**config.mk**
```make
export PLATFORM = sky130hd
export DESIGN_NAME = reset_sequencer
export DESIGN_NICKNAME = d
export VERILOG_FILES = /design/src/rtl/reset_seq_pkg.sv /design/src/rtl/reset_req_sync.sv /design/src/rtl/reset_sequencer.sv
export SDC_FILE = /design/constraint.sdc
export NUM_CORES = 1
export LEC_CHECK = 0
export BUFFER_PORTS_ARGS = -buffer_cell sky130_fd_sc_hd__buf_2
export CORE_UTILIZATION = 55
export DETAILED_ROUTE_END_ITERATION = 8
export PLACE_DENSITY = 0.76
export REMOVE_ABC_BUFFERS = 1
export SETUP_SLACK_MARGIN = 0.1
export SYNTH_ARGS = -nofsm -noshare
export SYNTH_HDL_FRONTEND = slang
export SYNTH_SLANG_ARGS = --single-unit
```
**constraint.sdc**
```tcl
create_clock -name i_clk -period 1.83 [get_ports i_clk]
set_input_delay 0.2745 -clock i_clk [delete_from_list [all_inputs] [get_ports i_clk]]
set_output_delay 0.2745 -clock i_clk [all_outputs]
set_load 0.01 [all_outputs]
```
**src/rtl/reset_seq_pkg.sv**
```systemverilog
// Shared types and helpers for the reset sequencer.
package reset_seq_pkg;

  typedef enum logic [1:0] {
    HOLD    = 2'd0,
    RELEASE = 2'd1,
    DONE    = 2'd2
  } seq_state_t;

  localparam int EVENT_CNT_W = 16;

  // Counter width for a count range of n; never narrower than one bit.
  function automatic int cnt_width(int n);
    return (n < 2) ? 1 : $clog2(n);
  endfunction

endpackage

```
**src/rtl/reset_req_sync.sv**
```systemverilog
// Async-clear synchroniser for one active-low reset request. The request
// itself clears the chain, so assertion is immediate and release is synchronous.
module reset_req_sync #(
  parameter int SYNC_STAGES = 2
) (
  input  logic i_clk,
  input  logic i_rstn,
  input  logic i_req_n,
  output logic o_req_n
);

  logic [SYNC_STAGES-1:0] sync_q;
  logic                   clr_n;

  assign clr_n = i_rstn & i_req_n;

  // Shift ones in once both the master reset and the request are released.
  always_ff @(posedge i_clk or negedge clr_n) begin
    if (!clr_n) sync_q <= '0;
    else        sync_q <= {sync_q[SYNC_STAGES-2:0], 1'b1};
  end

  assign o_req_n = sync_q[SYNC_STAGES-1];

endmodule

```
**src/rtl/reset_sequencer.sv**
```systemverilog
// Master reset sequencer: merges primary, requested and software resets,
// enforces a minimum assertion width and releases the outputs in order,
// one STAGE_DELAY apart, each through an RST_PIPE_LENGTH fanout pipeline.
// Optional feature: define RESET_SEQ_EVENT_CNT_EN to add o_event_cnt, a
// saturating count of re-entries into HOLD from RELEASE or DONE.
//
// state   | meaning
// HOLD    | all outputs held in reset, counting the minimum assertion width
// RELEASE | outputs being released one per STAGE_DELAY cycles
// DONE    | every output released; waits for a new reset request
module reset_sequencer
  import reset_seq_pkg::*;
#(
  parameter int NUM_INPUT_RESETS  = 1,
  parameter int NUM_OUTPUT_RESETS = 4,
  parameter int MIN_ASSERT_CYCLES = 16,
  parameter int STAGE_DELAY       = 8,
  parameter int SYNC_STAGES       = 2,
  parameter int RST_PIPE_LENGTH   = 2
) (
  input  logic                         i_clk,
  input  logic                         i_rstn,
  input  logic [NUM_INPUT_RESETS-1:0]  i_rstn_array,
  input  logic                         i_sw_rst_req,
  output logic [NUM_OUTPUT_RESETS-1:0] o_rstn_array,
  output logic                         o_reset_done,
`ifdef RESET_SEQ_EVENT_CNT_EN
  output logic [EVENT_CNT_W-1:0]       o_event_cnt,
`endif
  output logic [1:0]                   o_seq_state
);

  localparam int HOLD_W  = cnt_width(MIN_ASSERT_CYCLES);
  localparam int STAGE_W = cnt_width(STAGE_DELAY);

  logic [NUM_INPUT_RESETS-1:0]  synced;
  logic                         req_n;
  logic                         restart;
  seq_state_t                   state_q;
  logic [HOLD_W-1:0]            hold_cnt_q;
  logic [STAGE_W-1:0]           stage_cnt_q;
  logic [NUM_OUTPUT_RESETS-1:0] rel_vec_q;
  logic [NUM_OUTPUT_RESETS-1:0] rel_first_d;
  logic [NUM_OUTPUT_RESETS-1:0] rel_next_d;
  logic [NUM_OUTPUT_RESETS-1:0] pipe_q [RST_PIPE_LENGTH];
  logic                         done_q;

  for (genvar g = 0; g < NUM_INPUT_RESETS; g++) begin : g_sync
    reset_req_sync #(.SYNC_STAGES(SYNC_STAGES)) u_sync (
      .i_clk   (i_clk),
      .i_rstn  (i_rstn),
      .i_req_n (i_rstn_array[g]),
      .o_req_n (synced[g])
    );
  end

  assign req_n   = &synced;
  assign restart = ~req_n | i_sw_rst_req;

  // Release vector is a thermometer from bit 0; the next stage is one shift up.
  always_comb begin
    rel_first_d    = '0;
    rel_first_d[0] = 1'b1;
    rel_next_d     = rel_vec_q | (rel_vec_q << 1);
  end

  // Sequencer FSM, counters, release vector and output pipelines.
  always_ff @(posedge i_clk or negedge i_rstn) begin
    if (!i_rstn) begin
      state_q     <= HOLD;
      hold_cnt_q  <= '0;
      stage_cnt_q <= '0;
      rel_vec_q   <= '0;
      done_q      <= 1'b0;
      for (int s = 0; s < RST_PIPE_LENGTH; s++) pipe_q[s] <= '0;
    end else if (restart) begin
      // Assertion bypasses the pipeline so every output drops together.
      state_q     <= HOLD;
      hold_cnt_q  <= '0;
      stage_cnt_q <= '0;
      rel_vec_q   <= '0;
      done_q      <= 1'b0;
      for (int s = 0; s < RST_PIPE_LENGTH; s++) pipe_q[s] <= '0;
    end else begin
      pipe_q[0] <= rel_vec_q;
      for (int s = 1; s < RST_PIPE_LENGTH; s++) pipe_q[s] <= pipe_q[s-1];
      done_q <= pipe_q[RST_PIPE_LENGTH-1][NUM_OUTPUT_RESETS-1];
      case (state_q)
        HOLD: begin
          if (hold_cnt_q == HOLD_W'(MIN_ASSERT_CYCLES - 1)) begin
            hold_cnt_q <= '0;
            rel_vec_q  <= rel_first_d;
            state_q    <= (NUM_OUTPUT_RESETS == 1) ? DONE : RELEASE;
          end else begin
            hold_cnt_q <= hold_cnt_q + HOLD_W'(1);
          end
        end
        RELEASE: begin
          if (stage_cnt_q == STAGE_W'(STAGE_DELAY - 1)) begin
            stage_cnt_q <= '0;
            rel_vec_q   <= rel_next_d;
            if (rel_next_d[NUM_OUTPUT_RESETS-1]) state_q <= DONE;
          end else begin
            stage_cnt_q <= stage_cnt_q + STAGE_W'(1);
          end
        end
        DONE: ;
        default: state_q <= HOLD;
      endcase
    end
  end

`ifdef RESET_SEQ_EVENT_CNT_EN
  logic [EVENT_CNT_W-1:0] event_cnt_q;

  // Count re-entries into HOLD from an active sequence; saturates at all-ones.
  always_ff @(posedge i_clk or negedge i_rstn) begin
    if (!i_rstn) begin
      event_cnt_q <= '0;
    end else if (restart && (state_q == RELEASE || state_q == DONE) &&
                 (event_cnt_q != {EVENT_CNT_W{1'b1}})) begin
      event_cnt_q <= event_cnt_q + EVENT_CNT_W'(1);
    end
  end

  assign o_event_cnt = event_cnt_q;
`endif

  assign o_rstn_array = pipe_q[RST_PIPE_LENGTH-1];
  assign o_reset_done = done_q;
  assign o_seq_state  = state_q;

endmodule

```
* Word-level counts from Yosys, hierarchy flattened
Cells that the tools add are included.
** Storage, ports and cells
- Output and inout bits :: 7
- Register bits :: 24
- Input bits :: 4
- Logic and storage cells :: 45
** Cells by class
- Add/sub/neg operators :: 2
- Equal/unequal tests :: 8
- Reductions and logical operators :: 6
- Bitwise operators :: 4
- Muxes and demuxes :: 17
** Operators with widths (count)
- 4-bit two-way mux :: 6
- 3-bit two-way mux :: 3
- 3-bit != test (second input constant) :: 3
- 2-bit two-way mux :: 4
- 8-bit two-way mux :: 1
- 4-bit one-hot mux with 2 select lines :: 1
- 2-bit one-hot mux with 3 select lines :: 1
- 4-bit by 1-bit adder with 4-bit output (second input constant) :: 1
- 4-bit == test (second input constant) :: 1
- 4-bit OR :: 1
- 4-bit AND reduction :: 1
- 2-bit nonzero test :: 2
- 3-bit by 1-bit adder with 3-bit output (second input constant) :: 1
- 3-bit == test (second input constant) :: 1
- 3-bit AND reduction :: 1
- 3-bit nonzero test :: 1
- 2-bit by 1-bit == test with 1-bit output (second input constant) :: 1
- 2-bit == test (second input constant) :: 1
- 2-bit zero test :: 1
- 2-bit != test (second input constant) :: 1
- 1-bit AND :: 1
- 1-bit two-way mux :: 1
- 1-bit NOT :: 1
- 1-bit OR :: 1

* Longest topological paths before layout
Gate-level depths: netlist of the first run.
- Depth after elaboration :: 5
- Depth in mapped cells :: 5
- Depth with buffers taken out :: 5

* Hierarchy
From an unflattened synthesis of the first run, not the netlist that was laid out.
** Unflattened totals
- Cell total of the unflattened synthesis :: 87
- Area, all modules :: 994.7 sq um
** By module, submodules not included
- reset_sequencer :: area an instance 934.6 sq um, cells each 83, times used 1
- reset_req_sync :: area an instance 60.1 sq um, cells each 4, times used 1

* Least setup slack after synthesis of the first run
OpenSTA, ideal clock, no wires.
- Path kind :: register -> register
- Start point :: register stage_cnt_q[0]
- End point :: register state_q[0] (netlist: o_seq_state[0])
- Clock period less this slack :: 1364 ps
- Path slack :: 466 ps
- Arrival :: 1243 ps
- Path buffers :: 0
- Cell stages (with the launch flop) :: 5
- Cells stage by stage :: dfrtp_1 -> ha_1 -> ha_1 -> o21a_1 -> a2111oi_1
** On the way
- Longest elaborated chain between the ends :: 3
** Ends and longest elaborated chain
- from (decl) :: line reset_sequencer.sv:41 : logic [STAGE_W-1:0] stage_cnt_q;
- from (signal assigned) :: line reset_sequencer.sv:104 : stage_cnt_q <= stage_cnt_q + STAGE_W'(1);
- 3-bit == test :: line reset_sequencer.sv:99 : if (stage_cnt_q == STAGE_W'(STAGE_DELAY - 1)) begin
- 3-bit != test (no line)
- 4-bit AND reduction (no line)
- to (signal assigned) :: line reset_sequencer.sv:93 : state_q <= (NUM_OUTPUT_RESETS == 1) ? DONE : RELEASE;
- to (decl) :: line reset_sequencer.sv:39 : seq_state_t state_q;
Every way passes these cells.
A chain may end at the register's enable or synchronous reset.

* Worst setup path in the final report of the first run
Ends and elaborated chain as after synthesis.

==> results of run 1 <==
power by group through the flow:
stage | clock network [mW] | registers (mW) | logic, mW
floorplan | 0 | 0.547 | 0.0125
CTS | 0.270 | 0.537 | 0.0319
global route | 0.290 | 0.538 | 0.0367
finish | 0.266 | 0.537 | 0.0307
detailed placement | 0 | 0.547 | 0.0285
global placement | 0 | 0.547 | 0.0277
timing repair:
action / CTS / global route
resized for setup: 0 / 0
hold endpoints to repair: 24 / 0
hold buffers: 2 / 0
cells in the mapped netlist, drive strengths merged, types with 2 or more instances:
master | count | share of area, %
nor2 | 12 | 4.5
dfrtp | 24 | 60
a31oi | 3 | 1.9
buf | 5 | 3.5
nand2 | 4 | 1.5
clkbuf | 2 | 0.75
mux2i | 3 | 3.0
a21oi | 4 | 2.4
and2 | 11 | 6.9
ha | 3 | 3.8
nor2b | 3 | 1.9
sequential cells by signal, indices dropped and copies added (netlist names):
signal	cells
o_rstn_array	4
hold_cnt_q	4
g_sync.u_sync.sync_q	2
o_reset_done	1
stage_cnt_q	3
o_seq_state	2
rel_vec_q	4
pipe_q	4
through the flow:
step                      instance area [sq um]  hold slack (ps)  power, mW
after detailed placement                   1033            172.5     0.5757
after global placement                     1033            162.1     0.5746
final                                      1090            366.0     0.8334
after CTS                                  1090            368.5     0.8391
after global routing                       1090            374.2     0.8641
after floorplan                           952.2           -21.09     0.5591
cell type report:
| type | instances | area, sq um | area share, % |
|---|---|---|---|
| Timing Repair Buffer | 12 | 70.07 | 6.429 |
| Clock buffer | 4 | 36.28 | 3.329 |
| Sequential cell | 24 | 600.6 | 55.11 |
| Multi-Input combinational cell | 56 | 351.6 | 32.26 |
| Tap cell | 25 | 31.28 | 2.870 |
worst paths after layout:
| kind | cells past startpoint | startpoint | endpoint |
|---|---|---|---|
| setup / recovery | 4 | stage_cnt_q[0]$_DFFE_PN0N_ | o_seq_state[0]$_DFFE_PN0P_ |
| hold / removal | 3 | i_rstn_array | g_sync[0].u_sync.sync_q[0]$_DFF_PN0_ |
| setup reg to reg | 4 | stage_cnt_q[0]$_DFFE_PN0N_ | o_seq_state[0]$_DFFE_PN0P_ |
| hold reg to reg | 0 | g_sync[0].u_sync.sync_q[0]$_DFF_PN0_ | g_sync[0].u_sync.sync_q[1]$_DFF_PN0_ |
| max in group asynchronous | 3 | i_rstn | g_sync[0].u_sync.sync_q[1]$_DFF_PN0_ |
| min in group i_clk | 0 | g_sync[0].u_sync.sync_q[0]$_DFF_PN0_ | g_sync[0].u_sync.sync_q[1]$_DFF_PN0_ |
metal layers:
layer | wire, microns | GRT usage, %
met1 | 660 | 23.63
met2 | 733 | 30.59
met3 | 58 | 2.449
met4 | 12 | 9.091
met5 | 0 | 0
worst max-delay path: cells and delay by family, from the launching register on:
kind | cells | cell delay, ps
adder cells (fa/ha/maj) | 2 | 430
flip-flops | 1 | 410
AO/OA/AOI/OAI | 2 | 530
cells by family after synthesis:
group	after synthesis	share of synthesized area, %
AND/OR/NAND/NOR	36	18.87
AO/OA/AOI/OAI	12	8.429
adder cells (fa/ha/maj)	3	3.774
multiplexers	3	3.019
XOR/XNOR	1	0.8807
other	1	0.3770
flip-flops	24	60.38
buffers and inverters	7	4.277
==> flow_summary.yaml, run 1 <==
drt:
  detail_route.drc_violations: 0
  detailedRoute.firstPassIterationCount: 4
  viasPerCell: 5.107
  detail_route.wl_per_cell_microns: 12.09
  routed_wirelength_microns: 1463
  drtAntennaViolNets: 0
  vias: 618
  drt_first_iter_violations: 8
synthesis:
  yosys_register_bits: 24
  synth_cells: 87
  yosysUniqueCellTypes: 26
  dominantRegCellSynth: "sky130_fd_sc_hd__dfrtp_1"
  syn-cell-area_sq_um: 994.7
  ys_warn_count: 0
  synth_seq_area_share_pct: 60.38
  synth-edff-count: 0
  postSynthAreaPerCell_sq_um: 11.43
  synthArstFlopShare_pct: 100.0
clock_network:
  clk_path_buf_depth: 2
  clk_pin_slew_ps: 120
  numClockSinks: 24
  post-cts-setup-buffers: 0
  cts_root_buf: "sky130_fd_sc_hd__clkbuf_4"
  cts_buffers: 3
  tritoncts: "done"
  h-tree-depth: 1
  clock_latency_ps: 300
run_status:
  outcome: "complete, no violations"
floorplanning:
  fp.dieH_microns: 44.53
  io-pin-count: 11
  die_area_sq_um: 1982
  initial_util_pct: 58.24
  floorplan.die.width_microns: 44.53
  core.rowCount: 15
  core-area_sq_um: 1708
final_layout:
  drive_gt1_share_pct: 16.67
  layout.cells.most_common_list: "sky130_fd_sc_hd__dfrtp_1, sky130_fd_sc_hd__nor2_1, sky130_fd_sc_hd__and2_1, sky130_fd_sc_hd__buf_2, sky130_fd_sc_hd__nand2_1"
  antenna_cells_inserted: 0
  finalNonFillerCells: 121
  filler_cell_count: 148
  finalNetCount: 104
  syn_to_final_growth_pct: 9.560
  fin_util_pct: 63.81
  layout.cells.most_common: "sky130_fd_sc_hd__dfrtp_1"
place:
  dp_hpwl_microns: 1028
  placement.setup.worst_slack_ps: 365.0
  globalplace.congestion: 0.7543
  io_buffer_count: 10
  post-place-cells: 115
pwr:
  pwr-share-clk_pct: 31.9
  seq_power_share_pct: 64.4
  portion_of_total_power_attributed_to_combinational_logic_pct: 3.7
  switching_share_pct: 20.10
  p_int_uw: 665.9
  total_switching_power_uw: 167.5
  power_density_nw_per_um2: 764.7
  p_leak_nw: 0.5644
  ir_drop_uv: 453.1
sta:
  hold_viol: 0
  finalClockSkew_ps: 3.829
  timing.final.ws_setup_ps: 349.5
  fin_setup_tns_ps: 0
  tightestPinTransition_ps: 574.6
  final.period_utilization_pct: 80.90
  rsz0062_at_grt: "no"
  maxSlewHeadroom_pct: 61.61
  timing.fmax_mhz: 675.4
  slew_violations: 0
  period_needed_ps: 1481
  setup_viol: 0
job:
  max_cap_violations: 0
critical_path:
  critical_path.max_stage_delay_ps: 410
  crit_fanout: 5
  critPathKind: "reg -> reg"
  launching_element_type_of_the_critical_path: "flop"
  setup.reg_to_reg.worst_slack_ps: 350
  critical_path.slowest_cell: "sky130_fd_sc_hd__dfrtp_1"
  timing.critical_path.mode_cell: "sky130_fd_sc_hd__ha_1"
  critical_path.cell_chain: "ha_1, ha_1, o21a_1, a2111oi_1"
  worst_setup_path_end_kind: "flop"
  crit_required_ps: 2020
  arrival_time_reported_for_the_critical_path_endpoint_ps: 1670
worst_hold_path:
  hold_path_class: "in -> async"
global_routing:
  grt_first_pass_wirelength_microns: 2594
  first_global_vias: 605
  grt_start_max_net_pins: 24
  grt_antenna_before_repair: 0
  globalRouteOverflowTotal: 0
  global_route.usage.total_pct: 18.36
(Power assumes the default switching activity.)
==> inputs of run 2 (changes only) <==
==> constraint.sdc (replaced) <==
create_clock -name i_clk -period 1.5 [get_ports i_clk]
set_input_delay 0.225 -clock i_clk [delete_from_list [all_inputs] [get_ports i_clk]]
set_output_delay 0.225 -clock i_clk [all_outputs]
set_load 0.01 [all_outputs]
==> run 2 against run 1 <==
Compared with the run above: die area unchanged; utilization up 5.4 points; design area up 8.5%; maximum frequency up 10%; via count up 0.97%; largest power group unchanged; wire length up 3.3%; total power up 39%; highest routed layer unchanged; cell count up 4.1%; clock skew down 1.3 ps; first-iteration DRC count unchanged.
==> flow_summary.yaml, run 2 (synthesis gave the netlist of run 1 again) <==
drt:
  drtAntennaViolNets: 0
  viasPerCell: 4.952
  detail_route.drc_violations: 0
  routed_wirelength_microns: 1512
  drt_first_iter_violations: 8
  detailedRoute.firstPassIterationCount: 4
  detail_route.wl_per_cell_microns: 12.00
  vias: 624
global_routing:
  global_route.usage.met3_pct: 4.898
  grt_first_pass_wirelength_microns: 2394
  use_met2_pct: 25.59
  grt-busiest-layer: "met2"
  first_global_vias: 550
  use_met1_pct: 23.37
  globalRouteOverflowTotal: 0
  grt_antenna_before_repair: 0
  grt_start_max_net_pins: 24
  global_route.usage.total_pct: 16.83
clock_network:
  cts_buffers: 3
  tritoncts: "done"
  clock_latency_ps: 310
  cts_root_buf: "sky130_fd_sc_hd__clkbuf_4"
  clk_path_buf_depth: 2
  numClockSinks: 24
  h-tree-depth: 1
  clk_pin_slew_ps: 120
sta:
  timing.fmax_mhz: 743.5
  slew_violations: 0
  rsz0062_at_grt: "yes"
  tightestPinTransition_ps: 612.7
  finalClockSkew_ps: 2.487
  maxSlewHeadroom_pct: 59.07
  setup_viol: 0
  final.hold.worst_slack_ps: 272.5
  fin_setup_tns_ps: 0
  period_needed_ps: 1345
  final.period_utilization_pct: 89.66
  hold_viol: 0
critical_path:
  setup.reg_to_reg.worst_slack_ps: 160
  launching_element_type_of_the_critical_path: "flop"
  worst_setup_path_end_kind: "flop"
  critPathKind: "reg -> reg"
  crit_fanout: 4
  arrival_time_reported_for_the_critical_path_endpoint_ps: 1600
  crit_required_ps: 1750
floorplanning:
  initial_util_pct: 58.24
  die_area_sq_um: 1982
  core-area_sq_um: 1708
  core.rowCount: 15
  fp.dieH_microns: 44.53
  io-pin-count: 11
  floorplan.die.width_microns: 44.53
pwr:
  pwr-share-clk_pct: 39.4
  p_int_uw: 940.9
  portion_of_total_power_attributed_to_combinational_logic_pct: 4.0
  power_density_nw_per_um2: 978.7
  p_leak_nw: 0.5905
  ir_drop_uv: 731.4
  seq_power_share_pct: 56.6
  fin_total_pwr_mw: 1.157
  total_switching_power_uw: 216.4
  switching_share_pct: 18.70
final_layout:
  antenna_cells_inserted: 0
  layout.cells.most_common_list: "sky130_fd_sc_hd__dfrtp_1, sky130_fd_sc_hd__nor2_1, sky130_fd_sc_hd__and2_1, sky130_fd_sc_hd__buf_2, sky130_fd_sc_hd__buf_4"
  fin_util_pct: 69.23
  layout.cells.most_common: "sky130_fd_sc_hd__dfrtp_1"
  drive_gt1_share_pct: 25.74
  syn_to_final_growth_pct: 18.87
  finalNetCount: 109
place:
  dp_hpwl_microns: 993.5
  io_buffer_count: 10
  globalplace.congestion: 0.7881
run_status:
  outcome: "complete, no violations"
worst_hold_path:
  hold_path_class: "in -> reg"
job:
  max_cap_violations: 0
[run 2: layout make-up]
class	instances	area, sq um
sequential	24	600.6
fill	130	525.5
multi-input combinational	56	390.4
timing repair buffer	17	107.6
tap	25	31.28
clock inverter	1	30.03
clock buffer	3	22.52
[run 2: per-stage QoR]
stage	instance area (sq um)	cells	setup slack, ps
after CTS	1141	125	113.2
after global routing	1182	126	86.33
after detailed placement	1056	118	67.47
final	1182	126	155.1
after floorplan	952.2	80	135.7
after global placement	1056	118	106.4
[run 2: power by group through the flow]
stage / sequential [mW] / clock, mW / combinational, mW
final: 0.655 / 0.456 / 0.0465
after global routing: 0.656 / 0.494 / 0.0531
after CTS: 0.655 / 0.465 / 0.0438
after detailed placement: 0.668 / 0 / 0.0369
after floorplan: 0.667 / 0 / 0.0152
after global placement: 0.667 / 0 / 0.0361
[run 2: path summary, 6_finish.rpt]
path                                                      start                                    to  depth (start not counted)
setup / recovery                      hold_cnt_q[0]$_DFFE_PN0P_             hold_cnt_q[0]$_DFFE_PN0P_                          4
hold / removal                                     i_sw_rst_req            o_seq_state[0]$_DFFE_PN0P_                          3
setup reg to reg                      hold_cnt_q[0]$_DFFE_PN0P_             hold_cnt_q[0]$_DFFE_PN0P_                          4
hold reg to reg            g_sync[0].u_sync.sync_q[0]$_DFF_PN0_  g_sync[0].u_sync.sync_q[1]$_DFF_PN0_                          0
max in group asynchronous                                i_rstn  g_sync[0].u_sync.sync_q[1]$_DFF_PN0_                          3
min in group asynchronous                          i_rstn_array  g_sync[0].u_sync.sync_q[0]$_DFF_PN0_                          3
[run 2: timing repair]
action / in CTS / in global routing
setup endpoints to repair: 2 / 2
hold endpoints to repair: 24 / 0
hold buffers: 2 / 0
setup buffers: 1 / 1
gates resized for setup: 1 / 6
cloned: 0 / 0
pin swaps: 1 / 1
[run 2: critical path, cell delays in order, from the launching register on]
cell and delay (ps):
sky130_fd_sc_hd__dfrtp_1 410, sky130_fd_sc_hd__ha_1 230, sky130_fd_sc_hd__and3_4 170, sky130_fd_sc_hd__or3_4 360
sky130_fd_sc_hd__a21oi_2 110
[run 2: metal layers]
metal / up-vias / wire length (microns)
met5: - / 0
met2: 12 / 721
met4: 0 / 23
li1: 317 / -
met1: 290 / 728
met3: 5 / 39
